$ cat src/rtl/fp_add_arbiter_if.sv
// Request/grant/result bundle for fp_add_arbiter.
// master: requester side (drives req/op). slave: arbiter side (drives gnt/done/res/busy).
interface fp_add_arbiter_if;
    logic        req0;
    logic        req1;
    logic [25:0] op0;
    logic [25:0] op1;
    logic        gnt0;
    logic        gnt1;
    logic        done0;
    logic        done1;
    logic        res_sign;
    logic [3:0]  res_exp;
    logic [7:0]  res_frac;
    logic        busy;

    modport master (
        output req0, req1, op0, op1,
        input  gnt0, gnt1, done0, done1, res_sign, res_exp, res_frac, busy
    );

    modport slave (
        input  req0, req1, op0, op1,
        output gnt0, gnt1, done0, done1, res_sign, res_exp, res_frac, busy
    );
endinterface

$ cat src/rtl/fp_add_arbiter.sv
// Two-requester arbiter around a single shared combinational fp adder.
// Number format: {sign, exp[3:0], frac[7:0]}, frac normalized (MSB=1) or zero.
// Optional macro FP_ARB_ROUND_ROBIN_EN: round-robin tie breaking
// (default build: fixed priority, requester 0 wins ties).

// Combinational adder. Smaller operand is aligned by truncating right shift;
// carry-out renormalizes with exp+1 (saturates at exp=F, frac=FF);
// cancellation and exponent underflow both produce +0.
module enh_fp_adder (
    input  logic       sign_a,
    input  logic [3:0] exp_a,
    input  logic [7:0] frac_a,
    input  logic       sign_b,
    input  logic [3:0] exp_b,
    input  logic [7:0] frac_b,
    output logic       res_sign,
    output logic [3:0] res_exp,
    output logic [7:0] res_frac
);
    logic       a_big;
    logic       sign_big;
    logic [3:0] exp_big;
    logic [3:0] exp_small;
    logic [7:0] frac_big;
    logic [7:0] frac_small;
    logic [7:0] frac_shifted;
    logic [8:0] mag_sum;
    logic [7:0] mag_diff;
    logic [3:0] lz;

    // Align, add or subtract magnitudes, then renormalize.
    always_comb begin
        a_big        = {exp_a, frac_a} >= {exp_b, frac_b};
        sign_big     = a_big ? sign_a : sign_b;
        exp_big      = a_big ? exp_a  : exp_b;
        exp_small    = a_big ? exp_b  : exp_a;
        frac_big     = a_big ? frac_a : frac_b;
        frac_small   = a_big ? frac_b : frac_a;
        frac_shifted = frac_small >> (exp_big - exp_small);
        mag_sum      = {1'b0, frac_big} + {1'b0, frac_shifted};
        mag_diff     = frac_big - frac_shifted;

        lz = 4'd8;
        for (int unsigned i = 0; i < 8; i++) begin
            if (mag_diff[i]) lz = 4'(7 - i);
        end

        res_sign = 1'b0;
        res_exp  = '0;
        res_frac = '0;
        if (frac_a == '0 && frac_b == '0) begin
            res_sign = 1'b0;
        end else if (frac_a == '0) begin
            res_sign = sign_b;
            res_exp  = exp_b;
            res_frac = frac_b;
        end else if (frac_b == '0) begin
            res_sign = sign_a;
            res_exp  = exp_a;
            res_frac = frac_a;
        end else if (sign_a == sign_b) begin
            res_sign = sign_big;
            if (mag_sum[8]) begin
                if (exp_big == 4'hF) begin
                    res_exp  = '1;
                    res_frac = '1;
                end else begin
                    res_exp  = exp_big + 4'd1;
                    res_frac = mag_sum[8:1];
                end
            end else begin
                res_exp  = exp_big;
                res_frac = mag_sum[7:0];
            end
        end else if (mag_diff != '0 && lz <= exp_big) begin
            res_sign = sign_big;
            res_exp  = exp_big - lz;
            res_frac = mag_diff << lz;
        end
    end
endmodule

module fp_add_arbiter #(
    parameter int unsigned ADD_LAT = 1
) (
    input  logic               clk,
    input  logic               reset_n,
    fp_add_arbiter_if.slave    bus
);
    typedef enum logic [1:0] {IDLE, ADD, DONE} state_t;

    state_t      state;
    logic [25:0] op_q;
    logic        owner;
    logic [1:0]  cnt;
    logic        pick;
    logic        sum_sign;
    logic [3:0]  sum_exp;
    logic [7:0]  sum_frac;

`ifdef FP_ARB_ROUND_ROBIN_EN
    logic        last;

    // Tie goes to the requester not granted last; a lone request always wins.
    always_comb begin
        pick = bus.req1;
        if (bus.req0 && bus.req1) pick = ~last;
    end
`else
    // Fixed priority: requester 1 is chosen only when requester 0 is idle.
    always_comb begin
        pick = ~bus.req0;
    end
`endif

    enh_fp_adder u_adder (
        .sign_a   (op_q[25]),
        .exp_a    (op_q[24:21]),
        .frac_a   (op_q[20:13]),
        .sign_b   (op_q[12]),
        .exp_b    (op_q[11:8]),
        .frac_b   (op_q[7:0]),
        .res_sign (sum_sign),
        .res_exp  (sum_exp),
        .res_frac (sum_frac)
    );

    assign bus.busy = (state != IDLE);

    // Arbitration FSM: latch operands on grant, let the adder settle, publish result.
    always_ff @(posedge clk or negedge reset_n) begin
        if (!reset_n) begin
            state        <= IDLE;
            op_q         <= '0;
            owner        <= 1'b0;
            cnt          <= '0;
            bus.gnt0     <= 1'b0;
            bus.gnt1     <= 1'b0;
            bus.done0    <= 1'b0;
            bus.done1    <= 1'b0;
            bus.res_sign <= 1'b0;
            bus.res_exp  <= '0;
            bus.res_frac <= '0;
`ifdef FP_ARB_ROUND_ROBIN_EN
            last         <= 1'b0;
`endif
        end else begin
            case (state)
                IDLE: begin
                    bus.done0 <= 1'b0;
                    bus.done1 <= 1'b0;
                    if (bus.req0 || bus.req1) begin
                        op_q     <= pick ? bus.op1 : bus.op0;
                        owner    <= pick;
                        bus.gnt0 <= ~pick;
                        bus.gnt1 <= pick;
                        cnt      <= '0;
`ifdef FP_ARB_ROUND_ROBIN_EN
                        last     <= pick;
`endif
                        state    <= ADD;
                    end
                end
                ADD: begin
                    cnt <= cnt + 2'd1;
                    if (cnt == 2'(ADD_LAT - 1)) begin
                        bus.res_sign <= sum_sign;
                        bus.res_exp  <= sum_exp;
                        bus.res_frac <= sum_frac;
                        bus.done0    <= ~owner;
                        bus.done1    <= owner;
                        state        <= DONE;
                    end
                end
                DONE: begin
                    bus.gnt0  <= 1'b0;
                    bus.gnt1  <= 1'b0;
                    bus.done0 <= 1'b0;
                    bus.done1 <= 1'b0;
                    state     <= IDLE;
                end
                default: state <= IDLE;
            endcase
        end
    end
endmodule

$ cat src/flat_wrapper.sv
// flat-port wrapper written by rule: the top's interface ports become plain ports
module fp_add_arbiter_flat 
#(
    parameter int unsigned ADD_LAT = 1
)
  (clk, reset_n, bus_req0, bus_req1, bus_op0, bus_op1, bus_gnt0, bus_gnt1, bus_done0, bus_done1, bus_res_sign, bus_res_exp, bus_res_frac, bus_busy);
  fp_add_arbiter_if bus_i ();
  input  logic clk;
  input  logic reset_n;
  input wire logic [$bits(bus_i.req0)-1:0] bus_req0;
  input wire logic [$bits(bus_i.req1)-1:0] bus_req1;
  input wire logic [$bits(bus_i.op0)-1:0] bus_op0;
  input wire logic [$bits(bus_i.op1)-1:0] bus_op1;
  output wire logic [$bits(bus_i.gnt0)-1:0] bus_gnt0;
  output wire logic [$bits(bus_i.gnt1)-1:0] bus_gnt1;
  output wire logic [$bits(bus_i.done0)-1:0] bus_done0;
  output wire logic [$bits(bus_i.done1)-1:0] bus_done1;
  output wire logic [$bits(bus_i.res_sign)-1:0] bus_res_sign;
  output wire logic [$bits(bus_i.res_exp)-1:0] bus_res_exp;
  output wire logic [$bits(bus_i.res_frac)-1:0] bus_res_frac;
  output wire logic [$bits(bus_i.busy)-1:0] bus_busy;
  assign bus_i.req0 = bus_req0;
  assign bus_i.req1 = bus_req1;
  assign bus_i.op0 = bus_op0;
  assign bus_i.op1 = bus_op1;
  assign bus_gnt0 = bus_i.gnt0;
  assign bus_gnt1 = bus_i.gnt1;
  assign bus_done0 = bus_i.done0;
  assign bus_done1 = bus_i.done1;
  assign bus_res_sign = bus_i.res_sign;
  assign bus_res_exp = bus_i.res_exp;
  assign bus_res_frac = bus_i.res_frac;
  assign bus_busy = bus_i.busy;
  fp_add_arbiter #(.ADD_LAT(ADD_LAT)) u_core (.clk(clk), .reset_n(reset_n), .bus(bus_i));
endmodule
$ cat config.mk
export PLATFORM = sky130hd
export DESIGN_NAME = fp_add_arbiter_flat
export DESIGN_NICKNAME = d
export VERILOG_FILES = /design/src/rtl/fp_add_arbiter_if.sv /design/src/rtl/fp_add_arbiter.sv /design/src/flat_wrapper.sv
export SDC_FILE = /design/constraint.sdc
export NUM_CORES = 1
export LEC_CHECK = 0
export BUFFER_PORTS_ARGS = -buffer_cell sky130_fd_sc_hd__buf_2
export CAP_MARGIN = 20
export CORE_MARGIN = 2
export CORE_UTILIZATION = 35
export DETAILED_ROUTE_END_ITERATION = 16
export PLACE_DENSITY = 0.57
export SETUP_SLACK_MARGIN = 0.3
export SLEW_MARGIN = 20
export SYNTH_ARGS = -nofsm -noshare
export SYNTH_HDL_FRONTEND = slang
export SYNTH_SLANG_ARGS = --single-unit
$ cat constraint.sdc
create_clock -name clk -period 8 [get_ports clk]
set_clock_uncertainty 0.15 [all_clocks]
set_input_delay 0.4 -clock clk [delete_from_list [all_inputs] [get_ports clk]]
set_output_delay 0.4 -clock clk [all_outputs]
set_load 0.02 [all_outputs]
# --- Word-level counts from Yosys, hierarchy flattened ---
# Cells that the tools add are included.
word_totals:
  ff_bits: 48
  input_bits: 56
  wordCells: 94
op_classes:
  add_sub_neg: 6
  magnitude_cmp: 2
  n_eq_ne: 6
  n_shift: 2
  mux: 46
  bitwise: 2
  reduce_logical: 19
op_table:
  columns: ["op", "n"]
  rows:
  - ["4-bit 2-to-1 mux", 17]
  - ["8-bit 2-to-1 mux", 8]
  - ["26-bit 2-to-1 mux", 1]
  - ["8-bit zero test", 2]
  - ["12-bit >= comparator", 1]
  - ["2-bit AND reduction", 6]
  - ["1-bit 2-to-1 mux", 10]
  - ["8-bit by 8-bit adder with 9-bit output", 1]
  - ["1-bit case mux with 2 select lines", 4]
  - ["2-bit case mux with 2 select lines", 2]
  - ["2-bit nonzero test", 4]
  - ["8-bit nonzero test", 1]
  - ["8-bit by 4-bit << shifter with 8-bit output", 1]
  - ["8-bit by 4-bit >> shifter with 8-bit output", 1]
  - ["4-bit subtractor", 2]
  - ["8-bit subtractor", 1]
  - ["7-bit 2-to-1 mux", 1]
  - ["2-bit 2-to-1 mux", 3]
  - ["4-bit by 1-bit adder with 4-bit output (second input constant)", 1]
  - ["4-bit equality test (second input constant)", 1]
  - ["4-bit <= comparator", 1]
  - ["2-bit zero test", 2]
  - ["2-bit by 1-bit inequality test with 1-bit output (second input constant)", 2]
  - ["2-bit by 1-bit adder with 2-bit output (second input constant)", 1]
  - ["7 further kinds", 9]

# --- Logic depth before layout (Yosys ltp) ---
# Gate-level depths: netlist of the first run.
logic_depth:
  depth_word: 20
  ltp_mapped: 32
  mapped_depth_nobuf: 31

# --- Hierarchy ---
# A second synthesis of the first run with hierarchy kept.
unflattened:
  cells_unflattened: 606
  hier_area_um2: 5257.5
modules_own_cells:
  columns: ["mod", "n_inst", "cells_per_inst", "area_per_inst_um2", "seq_area_each_um2"]
  rows:
  - ["enh_fp_adder", 1, 457, 3014.1, 0.0]
  - ["fp_add_arbiter", 1, 149, 2243.4, 1201.2]

# --- Worst setup path after synthesis of the first run ---
# Ideal clock, no wire load.
synth_path:
  path_type: "register -> register"
  startpoint: "register u_core.op_q[2]"
  endpoint: "register u_core.bus.res_frac[6]"
  t_arrival_ns: 6.248
  required_ns: 7.730
  path_slack_ns: 1.481
  stages_incl_launch_ff: 32
  synth_period_minus_slack_ns: 6.519
  path_cell_list: "dfrtp_1 -> inv_1 -> ha_1 -> a211o_1 -> a31oi_4 -> o2111a_1 -> o21ai_0 -> a2bb2oi_2 -> ha_1 -> nor3_2 -> xor2_2 -> a21o_1 -> a31oi_1 -> ha_1 -> fa_1 -> inv_1 -> o21ai_0 -> nand4_1 -> a211oi_2 -> o21ai_1 -> inv_1 -> ha_1 -> inv_1 -> fa_1 -> a21o_1 -> a21o_1 -> a21oi_1 -> or2_2 -> a31o_4 -> nor3_1 -> o31a_1 -> a41o_1"
synth_between:
  elab_chain_len: 20
synth_lines:
  columns: ["item", "line_no", "text"]
  rows:
  - ["start, declared", "fp_add_arbiter.sv:93", "logic [25:0] op_q;"]
  - ["start signal, assigned", "fp_add_arbiter.sv:153", "op_q <= pick ? bus.op1 : bus.op0;"]
  - ["12-bit >= comparator", "fp_add_arbiter.sv:33", "a_big = {exp_a, frac_a} >= {exp_b, frac_b};"]
  - ["4-bit 2-to-1 mux, on equally long branches", "fp_add_arbiter.sv:35, fp_add_arbiter.sv:36", null]
  - ["4-bit subtractor", "fp_add_arbiter.sv:39", "frac_shifted = frac_small >> (exp_big - exp_small);"]
  - ["8-bit by 4-bit >> shifter with 8-bit output", "fp_add_arbiter.sv:39", null]
  - ["8-bit subtractor", "fp_add_arbiter.sv:41", "mag_diff = frac_big - frac_shifted;"]
  - ["4-bit 2-to-1 mux (8 in a row)", "fp_add_arbiter.sv:45", "if (mag_diff[i]) lz = 4'(7 - i);"]
  - ["4-bit <= comparator", "fp_add_arbiter.sv:75", "end else if (mag_diff != '0 && lz <= exp_big) begin"]
  - ["1-bit logical AND", "fp_add_arbiter.sv:75", null]
  - ["8-bit 2-to-1 mux", "fp_add_arbiter.sv:75", null]
  - ["8-bit 2-to-1 mux", "fp_add_arbiter.sv:61", "end else if (sign_a == sign_b) begin"]
  - ["8-bit 2-to-1 mux", "fp_add_arbiter.sv:57", "end else if (frac_b == '0) begin"]
  - ["8-bit 2-to-1 mux", "fp_add_arbiter.sv:53", "end else if (frac_a == '0) begin"]
  - ["8-bit 2-to-1 mux (*)", "fp_add_arbiter.sv:51", "if (frac_a == '0 && frac_b == '0) begin"]
  - ["end signal, assigned", "fp_add_arbiter.sv:169", "bus.res_frac <= sum_frac;"]
  - ["end, declared", "fp_add_arbiter_if.sv:24", "output gnt0, gnt1, done0, done1, res_sign, res_exp, res_frac, busy"]
# Every way passes the cells marked *; elsewhere a longest branch is shown, timed or not.
# A chain may end at the register's enable or synchronous reset.

# --- Worst setup path after layout of the first run ---
# Same ends and word-level chain as after synthesis.

==> reports/qor.yml, run 1 <==
status: "finished with violations"
violations: "negative hold slack"
via_count: 4961
overflow: 0
initial_core_util_pct: 36.04
totalWireLength_um: 15860
cp-end-kind: "register"
hold_ws_ns: -0.02518
clk_latency_ns: 0.29
port_buffers: 73
synth.avg_cell_area_um2: 8.166
final_antenna_net_count: 0
gp_congestion: 0.9766
crit_end: "u_core.bus.res_frac[6]$_DFFE_PN0P_"
crit_buf_inv: 3
maxSlewViolCount: 0
final_cell_mix: "72 x buf_2, 64 x nand2_1, 63 x o21ai_0, 48 x dfrtp_1, 41 x a21oi_1"
nets: 767
cp_top_family: "compound AO/OA/AOI/OAI gates"
cts_tree: "built"
viasPerCell: 5.802
post-route-period-util_pct: 91.82
io_pins: 74
clkTransAtPathRegs_ns: 0.07
cp_max_fo: 11
grt_setup_unrepaired: "false"
ys_async_sr_fraction_pct: 100.0
start_kind: "register"
syn_to_final_growth_pct: 14.42
drt_iter0_drc: 477
grt_antenna_before_repair: 0
drive_above_1_share_pct: 18.81
diodes: 0
relSlewSlack_pct: 33.98
fin_setup_tns_ns: 0
timing.rr.start: "u_core.op_q[2]$_DFFE_PN0P_"
final-hold-violation-count: 48
hold_path_class: "input port to async pin"
critical_path_depth: 30
fin_crit_ns: 7.346
finalSetupViolCount: 0
post-route-drc-count: 0
reg2reg_to: "u_core.bus.res_frac[6]$_DFFE_PN0P_"
synth_cells: 615
layout_commonest_cell: "buf_2"
crit_type: "register to register"
ys.flop_type: "dfrtp_1"
cp-startpoint: "u_core.op_q[2]$_DFFE_PN0P_"
cap_violations: 0
max_stage_delay_ns: 0.44
clock_sinks: 48
core_um2: 13930
synth.distinct_cells: 76
cp_slowest_cell: "dfrtp_1"
arrival_ns: 7.38
fp.dieW_um: 123.8
yosysSeqAreaShare_pct: 23.92
synth-warning-count: 0
die_y_um: 123.8
grt_max_degree: 55
dieArea_um2: 15320
cts_root_buf: "clkbuf_16"
synth_edf_count: 0
syn-cell-area_um2: 5022
fmax_mhz: 136.1
hpwl_um: 12350
required_ns: 8.04
rows: 43
grtUsageTotal_pct: 21.04
dr.pass1.iters: 5
tightest_slew_ns: 0.9903
cpMostUsedCell: "inv_1"
grt_pass1_vias: 4637
max-clock-path-buffers: 2
cts_made_buffers: 5
wl_per_cell_um: 18.55
reg2reg_depth: 30
htreeDepth: 2
synth-seq-cells: 48
r2r_setup_slack_ns: 0.65
grt_pass1_wl_um: 24950
syn_nets: 708
==> logic make-up (layout without fill, tap and decap cells) <==
| logic type | Yosys count | after routing | share of synthesized area (%) |
|---|---|---|---|
| AO/OA/AOI/OAI | 207 | 207 | 28.25 |
| adder cells (fa/ha/maj) | 37 | 37 | 9.666 |
| XOR/XNOR | 16 | 16 | 3.687 |
| AND/OR/NAND/NOR | 200 | 200 | 19.53 |
| flip-flops | 48 | 48 | 23.92 |
| buffers and inverters | 69 | 129 | 5.605 |
| multiplexers | 38 | 38 | 9.342 |
==> Yosys cell counts (9+ instances only) <==
cell / instances / share of area [%]
ha_1: 34 / 8.5
xnor2_1: 9 / 1.6
a21oi_1: 41 / 4.1
dfrtp_1: 48 / 24
inv_1: 37 / 2.8
mux2i_1: 30 / 6.0
a21o_1: 10 / 1.5
nor3_1: 17 / 1.7
nand3_1: 19 / 1.9
a211oi_1: 9 / 1.3
nor2_1: 40 / 3.0
and3_1: 9 / 1.1
a31oi_1: 9 / 1.1
nand2_1: 64 / 4.8
clkbuf_1: 19 / 1.4
o21ai_0: 63 / 6.3
==> worst min-delay path by stage <==
stage,start,endpoint,cells past startpoint
final,reset_n,u_core.bus.gnt0$_DFFE_PN0P_,1
after global routing,reset_n,u_core.op_q[0]$_DFFE_PN0P_,1
after CTS,reset_n,u_core.bus.gnt1$_DFFE_PN0P_,1
after detailed placement,u_core.bus.gnt1$_DFFE_PN0P_,u_core.bus.gnt1$_DFFE_PN0P_,2
after global placement,u_core.cnt[0]$_DFFE_PN0P_,u_core.cnt[0]$_DFFE_PN0P_,1
after floorplan,reset_n,u_core.bus.done0$_DFFE_PN0P_,0
==> flip-flops by register name, indices dropped and copies added, names as in the netlist <==
name / cells
u_core.bus.res_sign: 1
u_core.bus.done1: 1
u_core.bus.gnt1: 1
u_core.op_q: 26
u_core.bus.gnt0: 1
u_core.bus.done0: 1
u_core.bus.res_exp: 4
u_core.bus.res_frac: 8
u_core.state: 2
u_core.cnt: 2
u_core.owner: 1
==> per-stage QoR <==
step / cells / utilization, % / setup slack, ns / hold slack (ns) / area, um^2
global placement: 840 / 39.49 / 0.5653 / 0.3303 / 5503
detailed placement: 840 / 39.49 / 0.4737 / 0.3513 / 5503
global route: 855 / 41.24 / 0.2764 / 0.01914 / 5747
CTS: 848 / 40.73 / 0.4743 / 0.1860 / 5675
finish: 855 / 41.24 / 0.6541 / -0.02518 / 5747
floorplan: 615 / - / 1.482 / -0.04559 / 5022
==> metal layers <==
metal / GRT usage, % / vias to the layer above / wire length [um]
li1: - / 2396 / -
met1: 29.95 / 2338 / 7384
met2: 34.20 / 204 / 7125
met3: 2.701 / 23 / 1081
met4: 4.332 / 0 / 271
met5: 0 / - / 0
==> what timing repair did <==
item                       CTS  global route
setup endpoints to repair    0            10
setup buffers                0             7
resized for setup            0             4
hold buffers                 0             0
==> area by class of cell <==
type                            instances  area [um^2]
Fill cell                            1415         8188
Multi-Input combinational cell        498         3562
Sequential cell                        48         1201
Timing Repair Buffer                   83        442.9
Tap cell                              180        225.2
Inverter                               38        142.6
Clock buffer                            5        125.1
Clock inverter                          3        47.55
Power of run 1 is not shown: default switching activity piles up to over one toggle a cycle in this logic, so the estimate is an artifact.
==> run 2, diff against run 1 <==
Clock period 8 ns to 8.15 ns, I/O delays scaled along.
==> run 2 against run 1 <==
  * Final area rose by 0.15%
  * Critical path type unchanged
  * The run still ends with negative hold slack left
  * Final cell count fell by 0.47%
  * Register-to-register slack about the same
==> reports/qor.yml, run 2 (synthesis gave the netlist of run 1 again) <==
tightest_slew_ns: 1.011  # +0.02022 ns
htreeDepth: 2  # unchanged
syn_to_final_growth_pct: 14.60
stdcell_area_um2: 5756  # +0.15%
nets: 763  # -0.52%
dp_cells: 840  # unchanged
finalSetupViolCount: 0  # unchanged
final-hold-violation-count: 48  # unchanged
clkTransAtPathRegs_ns: 0.07  # about the same
via_count: 4961  # unchanged
fin_util_pct: 41.30  # +0.063 points
die_y_um: 123.8  # unchanged
clock_sinks: 48  # unchanged
fin_setup_tns_ns: 0  # unchanged
placed_area_um2: 5503  # unchanged
initial_core_util_pct: 36.04  # unchanged
cp_max_fo: 14  # +3
hold_ws_ns: -0.01997  # +0.005211 ns
final_antenna_net_count: 0  # unchanged
arrival_ns: 7.54  # +0.16 ns
start_kind: "register"
fmax_mhz: 133.2  # -2.1%
max-clock-path-buffers: 2  # unchanged
diodes: 0  # unchanged
status: "finished with violations"
cts-hold-fix-buffers: 0  # unchanged
max_stage_delay_ns: 0.62  # +0.18 ns
timing.rr.start: "u_core.op_q[2]$_DFFE_PN0P_"
relSlewSlack_pct: 32.63  # -1.3 points
fin_crit_ns: 7.506  # +0.1606 ns
r2r_setup_slack_ns: 0.64  # about the same
globalRouteMet3Util_pct: 1.832  # -0.87 points
reg2reg_depth: 29  # -3.3%
regMostFlops: "u_core.op_q"
hpwl_um: 12370  # +0.10%
grtUsageTotal_pct: 20.98  # -0.060 points
layout_commonest_cell: "buf_2"
cp_slowest_cell: "o41ai_2"
dr.pass1.iters: 5  # unchanged
overflow: 0  # unchanged
final_cell_mix: "72 x buf_2, 64 x nand2_1, 63 x o21ai_0, 48 x dfrtp_1, 41 x a21oi_1"
grt_setup_unrepaired: "false"
violations: "negative hold slack"
port_buffers: 73  # unchanged
crit_type: "register to register"
drt_iter0_drc: 495  # +3.8%
maxSlewViolCount: 0  # unchanged
cts_made_buffers: 5  # unchanged
viasPerCell: 5.830  # +0.47%
clk_latency_ns: 0.29  # about the same
post-route-period-util_pct: 92.10  # +0.28 points
totalWireLength_um: 15970  # +0.67%
largest_reg_flops: 26  # unchanged
grt_max_degree: 55  # unchanged
drive_above_1_share_pct: 18.33  # -0.48 points
core_um2: 13930  # unchanged
cts_tree: "built"
cp-end-kind: "register"
gr-usage-met1_pct: 29.59  # -0.36 points
gp_congestion: 0.9797  # +0.32%
reg2reg_to: "u_core.bus.res_frac[6]$_DFFE_PN0P_"
grt_pass1_vias: 4591  # -0.99%
cts_root_buf: "clkbuf_16"
largest_registers: "u_core.op_q x26, u_core.bus.res_frac x8, u_core.bus.res_exp x4"
dieArea_um2: 15320  # unchanged
io_pins: 74  # unchanged
finalNonFillerCells: 851  # -0.47%
met2_usage_pct: 34.68  # +0.48 points
cap_violations: 0  # unchanged
wl_per_cell_um: 18.77  # +1.1%
grt_antenna_before_repair: 0  # unchanged
rows: 43  # unchanged
required_ns: 8.19  # +0.15 ns
hold_path_class: "input port to async pin"
grt-busiest-layer: "met2"
grt_pass1_wl_um: 24700  # -1.0%
post-route-drc-count: 0  # unchanged
fp.dieW_um: 123.8  # unchanged
==> run 2: changes by cell type in the layout (fill, tap and decap cells not counted), sizes merged <==
cell,previous run,this run
buf,83,79
bufinv,1,2
inv,37,38
clkinv,3,1
==> run 2: how the worst max path moves through the flow <==
stage                                         endpoint  slack (ns)                       start
detailed placement  u_core.bus.res_frac[6]$_DFFE_PN0P_        0.55  u_core.op_q[2]$_DFFE_PN0P_
finish              u_core.bus.res_frac[6]$_DFFE_PN0P_        0.64  u_core.op_q[2]$_DFFE_PN0P_
global placement    u_core.bus.res_frac[6]$_DFFE_PN0P_        0.73  u_core.op_q[2]$_DFFE_PN0P_
CTS                 u_core.bus.res_frac[6]$_DFFE_PN0P_        0.55  u_core.op_q[2]$_DFFE_PN0P_
floorplan           u_core.bus.res_frac[6]$_DFFE_PN0P_        1.63  u_core.op_q[2]$_DFFE_PN0P_
global route        u_core.bus.res_frac[6]$_DFFE_PN0P_        0.25  u_core.op_q[2]$_DFFE_PN0P_
==> run 2: layer usage <==
metal  wire (um)  up-vias
met5           0        -
met2        7312      205
li1            -     2392
met1        7430     2344
met3         954       20
met4         272        0
==> run 2: repair_timing <==
action	CTS	global route
resized for setup	0	6
buffers inserted	0	3
endpoints found under the setup margin	0	9
==> run 2: layout make-up <==
cell class / count / area [um^2]
clock buffers: 5 / 125.1
clock inverters: 3 / 68.82
well taps: 180 / 225.2
fillers: 1422 / 8179
inverters: 38 / 142.6
multi-input cells: 498 / 3580
repair buffers: 79 / 412.9
flip-flops and latches: 48 / 1201
==> run 2: per-stage QoR <==
| step | setup slack, ns | hold slack, ns |
|---|---|---|
| finish | 0.6435 | -0.01997 |
| global route | 0.2460 | 0.02604 |
| CTS | 0.5465 | 0.2022 |
| detailed placement | 0.5539 | 0.3477 |
| global placement | 0.7268 | 0.3305 |
| floorplan | 1.632 | -0.03809 |
==> run 2: critical path, delay by kind of cell, from the launching register on <==
family / cells / cell delay, ns
AOI/OAI and AO/OA: 15 / 3.66
adders and majority gates: 4 / 1.45
and+or+nand+nor: 7 / 1.01
DFF: 1 / 0.46
buffers and inverters: 2 / 0.34
xor gates and xnor gates: 1 / 0.32
Power of run 2 is left out for the same reason.
==> run 3, diff against run 2 <==
Settings changed: RECOVER_POWER from default to 25.
==> run 3 against run 2 <==
  * The run ends with max-capacitance violations, max-slew violations left
  * First-iteration DRC count shrank 7.1%
  * Setup slack worse by 0.016 ns
  * Die area unchanged
  * Sequential share of layout area barely moved
  * Flip-flop and latch count did not move
  * Hold slack gained 0.27 ns
  * Register-to-register slack worse by 0.02 ns
  * Critical path depth unchanged
  * Count of clock-buffer cells in the layout is the same
  * Wire length about the same
  * Critical endpoint unchanged
  * Largest cell class unchanged
  * Highest routed layer unchanged
==> reports/qor.yml, run 3 (synthesis gave the netlist of run 1 again) <==
crit_buf_inv: 2  # unchanged
fin_setup_tns_ns: 0  # unchanged
max-clock-path-buffers: 2  # unchanged
initial_core_util_pct: 36.04  # unchanged
rows: 43  # unchanged
fmax_mhz: 132.9  # -0.22%
clock_sinks: 48  # unchanged
grt_pass1_vias: 4591  # unchanged
relSlewSlack_pct: -73.78  # -110 points
cap_violations: 1  # +1
port_buffers: 73  # unchanged
met2_usage_pct: 34.68  # unchanged
post-route-drc-count: 0  # unchanged
core_um2: 13930  # unchanged
diodes: 0  # unchanged
clk_latency_ns: 0.29  # about the same
grt_setup_unrepaired: "false"
crit_type: "register to register"
post-route-period-util_pct: 92.30  # +0.20 points
cp-end-kind: "register"
io_pins: 74  # unchanged
cp_top_family: "compound AO/OA/AOI/OAI gates"
grtUsageTotal_pct: 20.98  # unchanged
cp-startpoint: "u_core.op_q[2]$_DFFE_PN0P_"
cp_max_fo: 14  # unchanged
globalRouteMet3Util_pct: 1.832  # unchanged
hpwl_um: 12370  # unchanged
maxSlewViolCount: 49  # +49
gr-usage-met1_pct: 29.59  # unchanged
die_y_um: 123.8  # unchanged
final_cell_mix: "72 x buf_2, 64 x nand2_1, 63 x o21ai_0, 48 x dfrtp_1, 41 x a21oi_1"
wl_per_cell_um: 18.78  # about the same
cts_root_buf: "clkbuf_16"
hold_path_class: "input port to register"
overflow: 0  # unchanged
cp_slowest_cell: "o41ai_2"
stdcell_area_um2: 5752  # about the same
drive_above_1_share_pct: 18.18  # -0.15 points
reg2reg_depth: 29  # unchanged
status: "finished with violations"
cts_made_buffers: 5  # unchanged
cts_tree: "built"
nets: 763  # unchanged
gp_congestion: 0.9797  # unchanged
crit_end: "u_core.bus.res_frac[6]$_DFFE_PN0P_"
htreeDepth: 2  # unchanged
fin_crit_ns: 7.523  # +0.01623 ns
reg2reg_to: "u_core.bus.res_frac[6]$_DFFE_PN0P_"
required_ns: 8.18  # about the same
regMostFlops: "u_core.op_q"
dp_cells: 840  # unchanged
grt-busiest-layer: "met2"
grt_max_degree: 55  # unchanged
clkTransAtPathRegs_ns: 0.07  # about the same
finalNonFillerCells: 851  # unchanged
r2r_setup_slack_ns: 0.63  # -0.02 ns
dr.pass1.iters: 6  # +1
final_antenna_net_count: 0  # unchanged
critical_path_depth: 29  # unchanged
tightest_slew_ns: 2.607  # +1.596 ns
largest_registers: "u_core.op_q x26, u_core.bus.res_frac x8, u_core.bus.res_exp x4"
start_kind: "register"
via_count: 4947  # -0.28%
viasPerCell: 5.813  # -0.28%
fillers: 1424  # +0.14%
layout_commonest_cell: "buf_2"
final-hold-violation-count: 0  # -100%
violations: "max-capacitance violations, max-slew violations"
finalSetupViolCount: 0  # unchanged
grt_pass1_wl_um: 24700  # unchanged
arrival_ns: 7.56  # +0.02 ns
timing.rr.start: "u_core.op_q[2]$_DFFE_PN0P_"
dieArea_um2: 15320  # unchanged
fp.dieW_um: 123.8  # unchanged
drt_iter0_drc: 460  # -7.1%
max_stage_delay_ns: 0.62  # about the same
largest_reg_flops: 26  # unchanged
placed_area_um2: 5503  # unchanged
totalWireLength_um: 15990  # about the same
syn_to_final_growth_pct: 14.52  # about the same
grt_antenna_before_repair: 0  # unchanged
[run 3: changes by cell type in the layout (fill, tap and decap cells not counted), sizes merged]
cell / delta
buf: -1
clkbuf: +1
[run 3: what timing repair did]
action | 4_1_cts | 5_1_grt
setup endpoints to repair | 0 | 9
hold buffers | 0 | 0
setup buffers | 0 | 3
gates resized for setup | 0 | 6
[run 3: worst min-delay path by stage]
stage | cells past startpoint | slack, ns | endpoint | startpoint
floorplan | 0 | -0.04 | u_core.bus.done0$_DFFE_PN0P_ | reset_n
global placement | 1 | 0.33 | u_core.cnt[0]$_DFFE_PN0P_ | u_core.cnt[0]$_DFFE_PN0P_
detailed placement | 2 | 0.35 | u_core.bus.res_exp[1]$_DFFE_PN0P_ | u_core.bus.res_exp[1]$_DFFE_PN0P_
CTS | 1 | 0.20 | u_core.bus.gnt1$_DFFE_PN0P_ | reset_n
global route | 3 | 0.27 | u_core.op_q[24]$_DFFE_PN0P_ | bus_op1[24]
finish | 3 | 0.25 | u_core.op_q[9]$_DFFE_PN0P_ | bus_op1[9]
[run 3: layout make-up]
class                           count  area (um^2)  area share (%)
Clock inverter                      3        68.82           1.196
Sequential cell                    48         1201           20.88
Timing Repair Buffer               79        409.1           7.113
Multi-Input combinational cell    498         3580           62.24
Tap cell                          180        225.2           3.916
Clock buffer                        5        125.1           2.175
Inverter                           38        142.6           2.480
[run 3: tightest hold or removal path, cell delays in order]
cell     delay (ns)
buf_2          0.07
mux2i_1        0.05
o21ai_0        0.13
[run 3: metal layers]
metal | share of wire, % | vias to the layer above
met5 | 0 | -
met4 | 1.7 | 0
met3 | 5.6 | 23
met2 | 46 | 209
met1 | 47 | 2321
li1 | - | 2394
[run 3: stage by stage]
| step | util (%) | hold slack (ns) | setup slack, ns |
|---|---|---|---|
| global route | 41.28 | 0.2723 | 0.2460 |
| detailed placement | 39.49 | 0.3477 | 0.5539 |
| finish | 41.28 | 0.2483 | 0.6273 |
| global placement | 39.49 | 0.3305 | 0.7268 |
| floorplan | - | -0.03809 | 1.632 |
| CTS | 40.88 | 0.2022 | 0.5465 |
Power of run 3 is left out for the same reason.
